## src/rtl/fnd_pkg.sv

```systemverilog
// Shared types and constants for the seven-segment scan controller.
// Segment patterns are active-low {dp,g,f,e,d,c,b,a} with dp off.
package fnd_pkg;

    typedef enum logic {
        MODE_SEC_MSEC = 1'b0,
        MODE_HOUR_MIN = 1'b1
    } fnd_mode_e;

    localparam logic [7:0] SEG_0     = 8'hC0;
    localparam logic [7:0] SEG_1     = 8'hF9;
    localparam logic [7:0] SEG_2     = 8'hA4;
    localparam logic [7:0] SEG_3     = 8'hB0;
    localparam logic [7:0] SEG_4     = 8'h99;
    localparam logic [7:0] SEG_5     = 8'h92;
    localparam logic [7:0] SEG_6     = 8'h82;
    localparam logic [7:0] SEG_7     = 8'hF8;
    localparam logic [7:0] SEG_8     = 8'h80;
    localparam logic [7:0] SEG_9     = 8'h90;
    localparam logic [7:0] SEG_BLANK = 8'hFF;

    localparam logic [3:0] COM_OFF   = 4'b1111;

    typedef struct packed {
        fnd_mode_e  mode;
        logic [6:0] msec;
        logic [5:0] sec;
        logic [5:0] min;
        logic [4:0] hour;
    } fnd_snap_t;

    // Anything above 15 saturates to 15, which still decodes to blank.
    function automatic logic [3:0] clamp4(input logic [6:0] v);
        return (v > 7'd15) ? 4'hF : v[3:0];
    endfunction

    function automatic logic [3:0] dig_ones(input logic [6:0] v);
        return clamp4(v % 7'd10);
    endfunction

    function automatic logic [3:0] dig_tens(input logic [6:0] v);
        return clamp4(v / 7'd10);
    endfunction

    function automatic logic [3:0] com_sel(input logic [1:0] idx);
        return ~(4'b0001 << idx);
    endfunction

endpackage

```

## src/rtl/seg_decoder.sv

```systemverilog
// Combinational 4-bit value to active-low seven-segment pattern.
// Values 10..15 produce the blank pattern.
module seg_decoder
    import fnd_pkg::*;
(
    input  logic [3:0] value,
    output logic [7:0] seg
);

    always_comb begin
        seg = SEG_BLANK;
        case (value)
            4'd0:    seg = SEG_0;
            4'd1:    seg = SEG_1;
            4'd2:    seg = SEG_2;
            4'd3:    seg = SEG_3;
            4'd4:    seg = SEG_4;
            4'd5:    seg = SEG_5;
            4'd6:    seg = SEG_6;
            4'd7:    seg = SEG_7;
            4'd8:    seg = SEG_8;
            4'd9:    seg = SEG_9;
            default: seg = SEG_BLANK;
        endcase
    end

endmodule

```

## src/rtl/fnd_scan_ctrl.sv

```systemverilog
// Four-digit multiplexed FND scanner for sec.msec / hour.min display.
// Define FND_DOT_BLINK_EN to blink the digit-2 dot; otherwise it stays lit.
module fnd_scan_ctrl
    import fnd_pkg::*;
#(
    parameter int SCAN_DIV = 100_000
) (
    input  logic       clk,
    input  logic       rst,
    input  logic       sel_mode,
    input  logic [6:0] msec,
    input  logic [5:0] sec,
    input  logic [5:0] min,
    input  logic [4:0] hour,
    output logic [3:0] fnd_com,
    output logic [7:0] fnd_data
);

    localparam int DIV_W = (SCAN_DIV > 1) ? $clog2(SCAN_DIV) : 1;
    localparam logic [DIV_W-1:0] DIV_LAST = DIV_W'(SCAN_DIV - 1);

    logic [DIV_W-1:0] div_cnt;
    logic             scan_tick;
    logic [1:0]       idx;
    logic             frame_start;
    fnd_snap_t        snap;

    logic [6:0]       lo_val;
    logic [6:0]       hi_val;
    logic [6:0]       pair;
    logic [3:0]       digit;
    logic [7:0]       seg;
    logic             dot_on;
    logic             dot_here;

    assign scan_tick   = (div_cnt == DIV_LAST);
    assign frame_start = scan_tick && (idx == 2'd3);

    always_ff @(posedge clk or posedge rst) begin
        if (rst) begin
            div_cnt <= '0;
            idx     <= 2'd0;
        end else if (scan_tick) begin
            div_cnt <= '0;
            idx     <= idx + 2'd1;
        end else begin
            div_cnt <= div_cnt + 1'b1;
        end
    end

    // Inputs are sampled once per frame so a frame never mixes two times.
    always_ff @(posedge clk or posedge rst) begin
        if (rst) begin
            snap <= '0;
        end else if (frame_start) begin
            snap <= '{
                mode: fnd_mode_e'(sel_mode),
                msec: msec,
                sec:  sec,
                min:  min,
                hour: hour
            };
        end
    end

    always_comb begin
        lo_val = snap.msec;
        hi_val = {1'b0, snap.sec};
        unique case (snap.mode)
            MODE_SEC_MSEC: begin
                lo_val = snap.msec;
                hi_val = {1'b0, snap.sec};
            end
            MODE_HOUR_MIN: begin
                lo_val = {1'b0, snap.min};
                hi_val = {2'b00, snap.hour};
            end
        endcase
    end

    assign pair  = idx[1] ? hi_val : lo_val;
    assign digit = idx[0] ? dig_tens(pair) : dig_ones(pair);

    seg_decoder u_seg_decoder (
        .value (digit),
        .seg   (seg)
    );

`ifdef FND_DOT_BLINK_EN
    assign dot_on = (snap.mode == MODE_SEC_MSEC)
                  ? (snap.msec < 7'd50)
                  : (snap.sec < 6'd30);
`else
    assign dot_on = 1'b1;
`endif

    assign dot_here = (idx == 2'd2) && dot_on;

    always_ff @(posedge clk or posedge rst) begin
        if (rst) begin
            fnd_com  <= COM_OFF;
            fnd_data <= SEG_BLANK;
        end else begin
            fnd_com  <= com_sel(idx);
            fnd_data <= {seg[7] & ~dot_here, seg[6:0]};
        end
    end

endmodule

```

## config.mk

```make
export PLATFORM = sky130hd
export DESIGN_NAME = fnd_scan_ctrl
export DESIGN_NICKNAME = d
export VERILOG_FILES = /design/src/rtl/fnd_pkg.sv /design/src/rtl/seg_decoder.sv /design/src/rtl/fnd_scan_ctrl.sv
export SDC_FILE = /design/constraint.sdc
export NUM_CORES = 1
export LEC_CHECK = 0
export CORE_MARGIN = 10
export CORE_UTILIZATION = 55
export DETAILED_ROUTE_END_ITERATION = 10
export PLACE_DENSITY = 0.89
export RECOVER_POWER = 50
export SLEW_MARGIN = 30
export SYNTH_ARGS = -nofsm -noshare
export SYNTH_HDL_FRONTEND = slang
export SYNTH_SLANG_ARGS = --single-unit
export TNS_END_PERCENT = 5
```

## constraint.sdc

```tcl
create_clock -name clk -period 5.85 [get_ports clk]
set_input_delay 1.17 -clock clk [delete_from_list [all_inputs] [get_ports clk]]
set_output_delay 1.17 -clock clk [all_outputs]
set_load 0.02 [all_outputs]
```

### Word level (Yosys, flattened, before mapping)

Memories as Yosys holds them, arrays and structs flattened. A register that Yosys moved wholly into a read port is not among the register bits.
Cells that the tools add are included.

* $add $sub $neg: 2
* div/mod/pow operators: 2
* magnitude comparators: 2
* eq/ne operators: 3
* shift operators: 1
* multiplexer cells: 7
* bitwise logic cells: 4
* reduce and logical (&&, ||, !) cells: 1

Operator list (count)
* $pmux W7 S2: 2
* $add A17 B1 Y17 const B: 1
* $eq A17 B17 Y1 const B: 1
* $mux W17: 1
* $gt A7 B4 Y1 const B: 2
* $mux W4: 3
* $div A7 B4 Y7 const B: 1
* $mod A7 B4 Y7 const B: 1
* $mux W7: 1
* $eq A2 B2 Y1 const B: 2
* $not A4 Y4: 1
* $shl A1 B2 Y4 const A: 1
* $add A2 B1 Y2 const B: 1
* $not A1 Y1: 2
* $and A1 B1 Y1 const A: 1
* $logic_and A1 B1 Y1: 1

* flip-flop bits (word level): 56
* bits in read-only memories: 112
* input port bits: 27
* output and inout port bits: 12
* logic and storage cells: 32
* memories kept: 1

Memories
* (name not given): depth 16, bits a word 7, read ports 1, clocked after Yosys merged registers in 1, write ports 0, RTL line seg_decoder.sv:12 `case (value)`

### Depth between registers and ports, before layout

Gate-level depths: netlist (run 1).

* word-level depth: 7
* mapped depth: 24
* mapped depth without buffers: 22

### By module

A second synthesis (run 1) with hierarchy kept.

* cell total of the unflattened synthesis: 279
* area total of the unflattened synthesis: 3098.0 um^2

By module, submodules not included
* fnd_scan_ctrl: times used 1, cells each 244, area each 2876.5 um^2, seq. area each 1416.4 um^2
* seg_decoder: times used 1, cells each 35, area each 221.5 um^2, seq. area each 0.0 um^2

### Worst setup path after synthesis (run 1)

No wires, ideal clock.

* kind: register to register
* start point: register snap[24] in the netlist's numbering
* end point: register fnd_data[3]
* library setup time: 0.077 ns
* arrival time: 4.726 ns
* data required time: 5.773 ns
* setup slack: 1.047 ns
* stages on the path, launching flop included: 25
* buffers on the path: 2
* clock period less this slack: 4.803 ns
* path through: dfrtp_1 buf_6 or4b_1 clkbuf_1 nor2_1 nor2_1 ha_1 inv_1 a221oi_1 a211oi_1 a21oi_1 a21boi_1 nor2_1 ha_1 inv_1 a41oi_1 o211ai_1 o31ai_1 a221oi_1 a311o_1 or3_1 a22o_1 ha_1 nand2b_1 a31oi_1

* word-level cells in the longest chain between the ends: 7
* elaborated cells between the ends (all ways): 11
* classes of those cells: 2 x div; 2 x order compare; 6 x mux; 1 x bitwise

RTL lines
* start: declaration: RTL line fnd_scan_ctrl.sv:26 `fnd_snap_t snap;`
* start signal: assignment: RTL line fnd_scan_ctrl.sv:56 `snap <= '{`
* $not A1 Y1: RTL line fnd_scan_ctrl.sv:69 `unique case (snap.mode)`
* $pmux W7 S2: RTL line fnd_scan_ctrl.sv:69
* $mux W7 (*): RTL line fnd_scan_ctrl.sv:81 `assign pair = idx[1] ? hi_val : lo_val;`
* $mod A7 B4 Y7 or $div A7 B4 Y7 (tied branches): RTL line fnd_pkg.sv:38, fnd_pkg.sv:42
* $gt A7 B4 Y1: RTL line fnd_pkg.sv:34 `return (v > 7'd15) ? 4'hF : v[3:0];`
* $mux W4: RTL line fnd_pkg.sv:34
* $mux W4 (*): RTL line fnd_scan_ctrl.sv:82 `assign digit = idx[0] ? dig_tens(pair) : dig_ones(pair);`
* end: declaration: RTL line fnd_scan_ctrl.sv:16 `output logic [7:0] fnd_data`

Every way passes the cells marked *; elsewhere a longest branch is shown, timed or not. The select of a mux whose other input is x is not followed.
A chain may end at the register's enable or synchronous reset.

### Final worst setup path (run 1)

* start point: register idx[1]
* end point: register fnd_data[3]

* word-level cells in the longest chain between the ends: 5
* elaborated cells between the ends (all ways): 8
* classes of those cells: 2 x div; 2 x order compare; 4 x mux

RTL lines
* start: declaration: RTL line fnd_scan_ctrl.sv:24 `logic [1:0] idx;`
* start signal: assignment: RTL line fnd_scan_ctrl.sv:45 `idx <= idx + 2'd1;`
* $mux W7 (*): RTL line fnd_scan_ctrl.sv:81
* $mod A7 B4 Y7 or $div A7 B4 Y7 (tied branches): RTL line fnd_pkg.sv:38, fnd_pkg.sv:42
* $gt A7 B4 Y1: RTL line fnd_pkg.sv:34
* $mux W4: RTL line fnd_pkg.sv:34
* $mux W4 (*): RTL line fnd_scan_ctrl.sv:82

Every way passes the cells marked *; elsewhere a longest branch is shown, timed or not.

==> results of run 1 <==
sequential cells by signal, indices dropped and copies added, names as in the netlist:
name / flops
snap: 25
fnd_com: 3
idx: 2
fnd_data: 8
div_cnt: 17
through the flow:
stage | util [%] | std cells | power (W) | setup WS [ps] | hold WS, ps
final | 67.9 | 386 | 0.000627 | 419 | 501
after global routing | 67.9 | 386 | 0.000645 | 17.3 | 524
after CTS | 67.7 | 385 | 0.000630 | 278 | 509
after detailed placement | 65.9 | 377 | 0.000413 | 321 | 496
after global placement | 65.8 | 377 | 0.000412 | 596 | 464
after floorplan | - | 279 | 0.000393 | 1050 | 445
kinds of logic after synthesis:
family	count (synthesis)
multiplexers	32
XOR/XNOR	16
AND/OR/NAND/NOR	86
adder cells (fa/ha/maj)	9
flip-flops	55
buffers and inverters	23
AO/OA/AOI/OAI	58
cell usage in the layout, fill, tap and decap left out, types with 6 or more instances in the layout:
cell,count
a21oi_1,8
dfrtp_1,44
nor2_1,21
dfstp_2,11
mux2_2,25
inv_1,12
clkbuf_8,6
o21ai_0,10
xor2_1,9
clkdlybuf4s50_1,37
ha_1,9
xnor2_1,7
nand2_1,19
nand3_1,11
per-layer routing:
layer	GRT usage (%)	wire, um	share of wire, %
met1	19.6	2970	45
met2	24.8	3200	48
met3	3.76	317	4.8
met4	6.58	166	2.5
met5	0	0	0
power by group through the flow:
stage	logic, W	clock network, W	registers [W]
finish	0.0000246	0.000222	0.000380
global route	0.0000270	0.000238	0.000380
CTS	0.0000257	0.000224	0.000380
detailed placement	0.0000256	0	0.000387
global placement	0.0000250	0	0.000387
floorplan	0.00000563	0	0.000387
critical path, stage by stage, from the launching register on:
cell and delay, ps:
dfrtp_1 580, or3b_2 580, a22oi_2 380, nor2_1 90
ha_1 300, inv_1 80, a21oi_1 80, a211oi_2 360
a21oi_1 150, a21boi_1 180, nor2_1 220, ha_1 190
inv_1 70, a41oi_1 170, o211ai_1 120, o31ai_1 100
a221oi_1 110, a311o_1 390, or3_1 310, a22o_1 260
ha_1 330, nand2b_1 140, a31oi_1 170
worst paths after layout:
kind,end,from,slack (ps),depth (start not counted)
max,fnd_data[3],idx[1],420,22
min reg2reg,div_cnt[0],div_cnt[0],500,1
max in group asynchronous,snap[11],rst,2900,2
max reg2reg,fnd_data[3],idx[1],420,22
min,div_cnt[0],div_cnt[0],500,1
min in group asynchronous,div_cnt[10],rst,1930,2
area by class of cell:
class / count / area (um^2) / area share (%)
inverters: 13 / 50.0 / 1.41
flip-flops and latches: 55 / 1390 / 39.1
repair buffers: 39 / 388 / 10.9
clock inverters: 2 / 13.8 / 0.387
clock buffers: 6 / 82.6 / 2.32
well taps: 70 / 87.6 / 2.46
multi-input cells: 201 / 1550 / 43.5
repair_timing:
| action | CTS | global route |
|---|---|---|
| setup endpoints to repair | 0 | 6 |
| buffers inserted | 0 | 1 |
| gates resized for setup | 0 | 1 |
==> reports/metrics.csv, run 1 <==
metric,value,unit
die area,8880,um^2
# clock sinks,55,
Ant. Diodes,0,
critical path capture point type,flip-flop,
Slew HR,-54.2,%
Worst setup SP type,flip-flop,
Synth top area share,36.3,%
vias per inst,5.92,
post-synth net total,315,
Area Overhead vs Synth,17.4,%
sequential fraction of the synthesis area,45.9,%
Tmin final,5430,ps
Iter 0 DRT Violations,151,
GP Congestion,0.928,
Post-Place Cell Area,3450,um^2
filler cell count,387,
failing checks,"max-capacitance violations, max-slew violations",
yosys warns,0,
ys flop type,dfrtp_1,
Synth Area in Adders,3.71,%
largest net degree at the start of global routing,56,
DRC,0,
CTS buffer count,5,
Worst Path Max Fanout,15,
router iterations before antenna repair,4,
Clock power frac,35.4,%
row count,26,
Chip Height,94.2,um
TNS Setup,0,ps
asr flop ratio synth,100,%
Area contributors post-synth,"dfrtp_1 (36%), dfstp_2 (9.5%), mux2_2 (9.3%)",
critical path class,flip-flop to flip-flop,
Die W,94.2,um
clock latency on the worst-skew pair,320,ps
maxcap violations,1,
RSZ-0062 raised after global routing,no,
library cells used by synthesis,66,
Post-Syn Area,3030,um^2
skew final,10.5,ps
"Req. time, crit path",6090,ps
core footprint,5240,um^2
Synth Area in Compound Gates,14.1,%
internal power,0.000492,W
root buf cell,clkbuf_8,
via count,2284,
part of the power in registers,60.7,%
Final Max Slew Viols,56,
Yosys reg bits,55,
Setup-failing EPs final,0,
grt total ovfl,0,
Port-buffer cells,38,
Overall Global Routing Usage,15.6,%
post-synthesis mux area share,13.2,%
CTS tree,yes,
syn avg cell area,10.9,um^2
clock-pin slew on the worst setup and hold paths,100,ps
nets,351,
Comb power frac,3.9,%
vias in the first global route,2295,
IO Count,39,
PD cells,176,nW/um^2
CTS Buffer Depth,2,
drt wl/cell,17.3,um
main combinational cell family by area after synthesis,simple AND/OR/NAND/NOR gates,
detailed placement HPWL,5.06,mm
net load switching power,0.000134,W
FMAX,184,MHz
final-report hold violation count,0,
Peak VDD IR,197,uV
CP arrival,5680,ps
post-synthesis xor/xnor area fraction,4.62,%
Cells after Synth,279,
hold crit path type,flip-flop to flip-flop,
number of synthesized flops with an enable pin,0,
CTS H-tree depth,2,
Synth Area in Simple Gates,15.1,%
"Design Area, Final",3560,um^2
final wirelength,6.66,mm
hold_buf cts,0,
antenna violations before repair,0,
top-count cell post-synth,dfrtp_1,
leakage,1.51,nW
Sw Ratio,21.4,%
synth cell count leaders,"dfrtp_1 (44), mux2_2 (25), nor2_1 (21)",
Initial Util,57.9,%
cell accounting for the most synthesized area,dfrtp_1,
worst slew pin tran,2300,ps
fin crit share,92.8,%
layout cell share with drive strength beyond 1,19.9,%
status,"complete, but fails checks",
first-pass GRT wire length,11.2,mm
post-route ant nets,0,
No activity file was read; power rests on OpenSTA's default activity.
==> run 2, diff against run 1 <==
Settings changed: CORE_MARGIN 10 to 4, MAX_ROUTING_LAYER set to met4.
==> run 2 against run 1 <==
Against the previous run:
- via count rose by 0.61%
- clock power fell by 5%
- critical endpoint unchanged
- highest routed layer unchanged
- clock skew barely moved
- register-to-register slack improved by 110 ps
- combinational power barely moved
- the run still ends with max-capacitance violations, max-slew violations left
- largest power group unchanged
==> reports/metrics.csv, run 2 (synthesized netlist as in run 1, its figures left out) <==
metric,value,unit,change
status,"complete, but fails checks",,
failing checks,"max-capacitance violations, max-slew violations",,
"most common cell after layout, fill and taps aside",dfrtp_1,,
CTS buffer count,5,,unchanged
row count,26,,unchanged
drt wl/cell,16.4,um,-4.7%
maxcap violations,1,,unchanged
PD cells,173,nW/um^2,-1.6%
via count,2298,,+0.61%
DRC,0,,unchanged
detailed placement HPWL,4.78,mm,-5.6%
core footprint,5240,um^2,unchanged
RSZ-0062 raised after global routing,no,,
R2R Path Start,snap[24],,
Met1 Routed Length,2.84,mm,-4.3%
first-pass GRT wire length,10.9,mm,-3.1%
most frequent cells in the layout,"dfrtp_1 (44), clkdlybuf4s50_1 (37), mux2_2 (25), nor2_1 (21), nand2_1 (19)",,
met2 WL,3.02,mm,-5.6%
Post-Place Cell Area,3460,um^2,+0.22%
Chip Height,82.2,um,-13%
die area,6760,um^2,-24%
GP Congestion,0.940,,+1.3%
IO Count,39,,unchanged
Slew HR,-52.1,%,+2.1 points
crit path launch,snap[24],,
Peak VDD IR,174,uV,-11%
Top reg by flops,snap,,
placed insts,378,,+0.27%
grt total ovfl,0,,unchanged
clock latency on the worst-skew pair,310,ps,about the same
TNS Setup,0,ps,unchanged
vias per inst,5.95,,+0.61%
Post-Layout Cell Count,386,,unchanged
Final Max Slew Viols,56,,unchanged
skew final,10.4,ps,-0.0112 ps
vias in the first global route,2261,,-1.5%
"Req. time, crit path",6090,ps,about the same
largest net degree at the start of global routing,56,,unchanged
CP arrival,5560,ps,-120 ps
metal3 WL,378,um,+19%
Worst setup SP type,flip-flop,,
critical path capture point type,flip-flop,,
reg-to-reg critical path endpoint,fnd_data[3],,
# clock sinks,55,,unchanged
Ant. Diodes,0,,unchanged
Reg2Reg Depth,22,,unchanged
Port-buffer cells,38,,unchanged
Setup-failing EPs final,0,,unchanged
hold crit path type,flip-flop to flip-flop,,
Area Overhead vs Synth,17.2,%,
critical path class,flip-flop to flip-flop,,
CTS tree,yes,,
Iter 0 DRT Violations,188,,+25%
worst slew pin tran,2270,ps,-31.2 ps
Initial Util,57.9,%,unchanged
layout cell share with drive strength beyond 1,19.9,%,unchanged
"Design Area, Final",3550,um^2,-0.14%
antenna violations before repair,0,,unchanged
fin util,67.8,%,-0.096 points
nets,351,,unchanged
"Setup Fix Bufs, Post-CTS",0,,unchanged
CTS H-tree depth,2,,unchanged
Setup crit end,fnd_data[3],,
number of flip-flops in the largest register,25,,unchanged
final-report hold violation count,0,,unchanged
top sig layer,met4,,
final wirelength,6.35,mm,-4.7%
leakage,1.50,nW,-0.12%
post-route ant nets,0,,unchanged
CTS Buffer Depth,2,,unchanged
R2R setup slack,530,ps,+110 ps
clock-pin slew on the worst setup and hold paths,100,ps,about the same
Tmin final,5320,ps,-114 ps
top flop regs,"snap: 25 flops, div_cnt: 17 flops, fnd_data: 8 flops",,
Overall Global Routing Usage,21.7,%,+6.1 points
FMAX,188,MHz,+2.1%
root buf cell,clkbuf_8,,
Worst Path Max Fanout,15,,unchanged
Die W,82.2,um,-13%
router iterations before antenna repair,4,,unchanged
fin crit share,90.9,%,-1.9 points
-- run 2: cell types whose count changed in the layout (fill, tap and decap cells not counted) --
cell      previous run  this run
clkinv_4             0         1
clkbuf_8             6         5
-- run 2: cell type report --
| type | instances | area, um^2 |
|---|---|---|
| Multi-Input combinational cell | 201 | 1550 |
| Tap cell | 70 | 87.6 |
| Sequential cell | 55 | 1390 |
| Inverter | 13 | 50.0 |
| Fill cell | 383 | 1680 |
| Clock inverter | 3 | 22.5 |
| Timing Repair Buffer | 39 | 388 |
| Clock buffer | 5 | 68.8 |
-- run 2: worst min-delay path by stage --
stage,startpoint,to,slack [ps],cells past startpoint
finish,div_cnt[4],div_cnt[4],490,1
global route,div_cnt[0],div_cnt[0],520,1
CTS,div_cnt[4],div_cnt[4],490,1
detailed placement,div_cnt[4],div_cnt[4],480,1
global placement,div_cnt[4],div_cnt[4],460,1
floorplan,div_cnt[4],div_cnt[4],450,1
-- run 2: per-layer routing --
layer / vias to the layer above / track usage [%]
met5: - / -
li1: 1081 / -
met1: 1120 / 29.3
met4: 0 / 6.81
met3: 8 / 3.80
met2: 89 / 33.5
-- run 2: report_power, final --
part           switching (W)  leakage [nW]  internal (W)
Combinational     0.00000961         0.740     0.0000151
Sequential                 0         0.715      0.000380
Clock               0.000125        0.0485     0.0000859
-- run 2: per-stage QoR --
step	total power [W]	hold slack (ps)	setup slack [ps]
3_3_place_gp	0.000413	462	607
6_report	0.000616	493	533
3_5_place_dp	0.000413	475	448
5_1_grt	0.000641	520	99.5
4_1_cts	0.000623	494	409
2_1_floorplan	0.000393	445	1050
-- run 2: worst max-delay path, stage by stage (launching register included) --
cell	delay [ps]
dfrtp_1	590
or4b_1	730
nor2_1	160
nor2_1	60
ha_1	310
inv_1	90
a221oi_1	60
a211oi_2	400
a21oi_1	150
a21boi_1	180
nor2_1	210
ha_1	180
inv_1	60
a41oi_1	190
o211ai_1	110
o31ai_1	100
a221oi_1	110
a311o_1	380
or3_1	310
a22o_1	260
ha_1	320
nand2b_1	140
a31oi_1	170
-- run 2: what timing repair did --
action | CTS | global route
resized for setup | 0 | 1
endpoints found under the setup margin | 0 | 1
hold buffers | 0 | 0
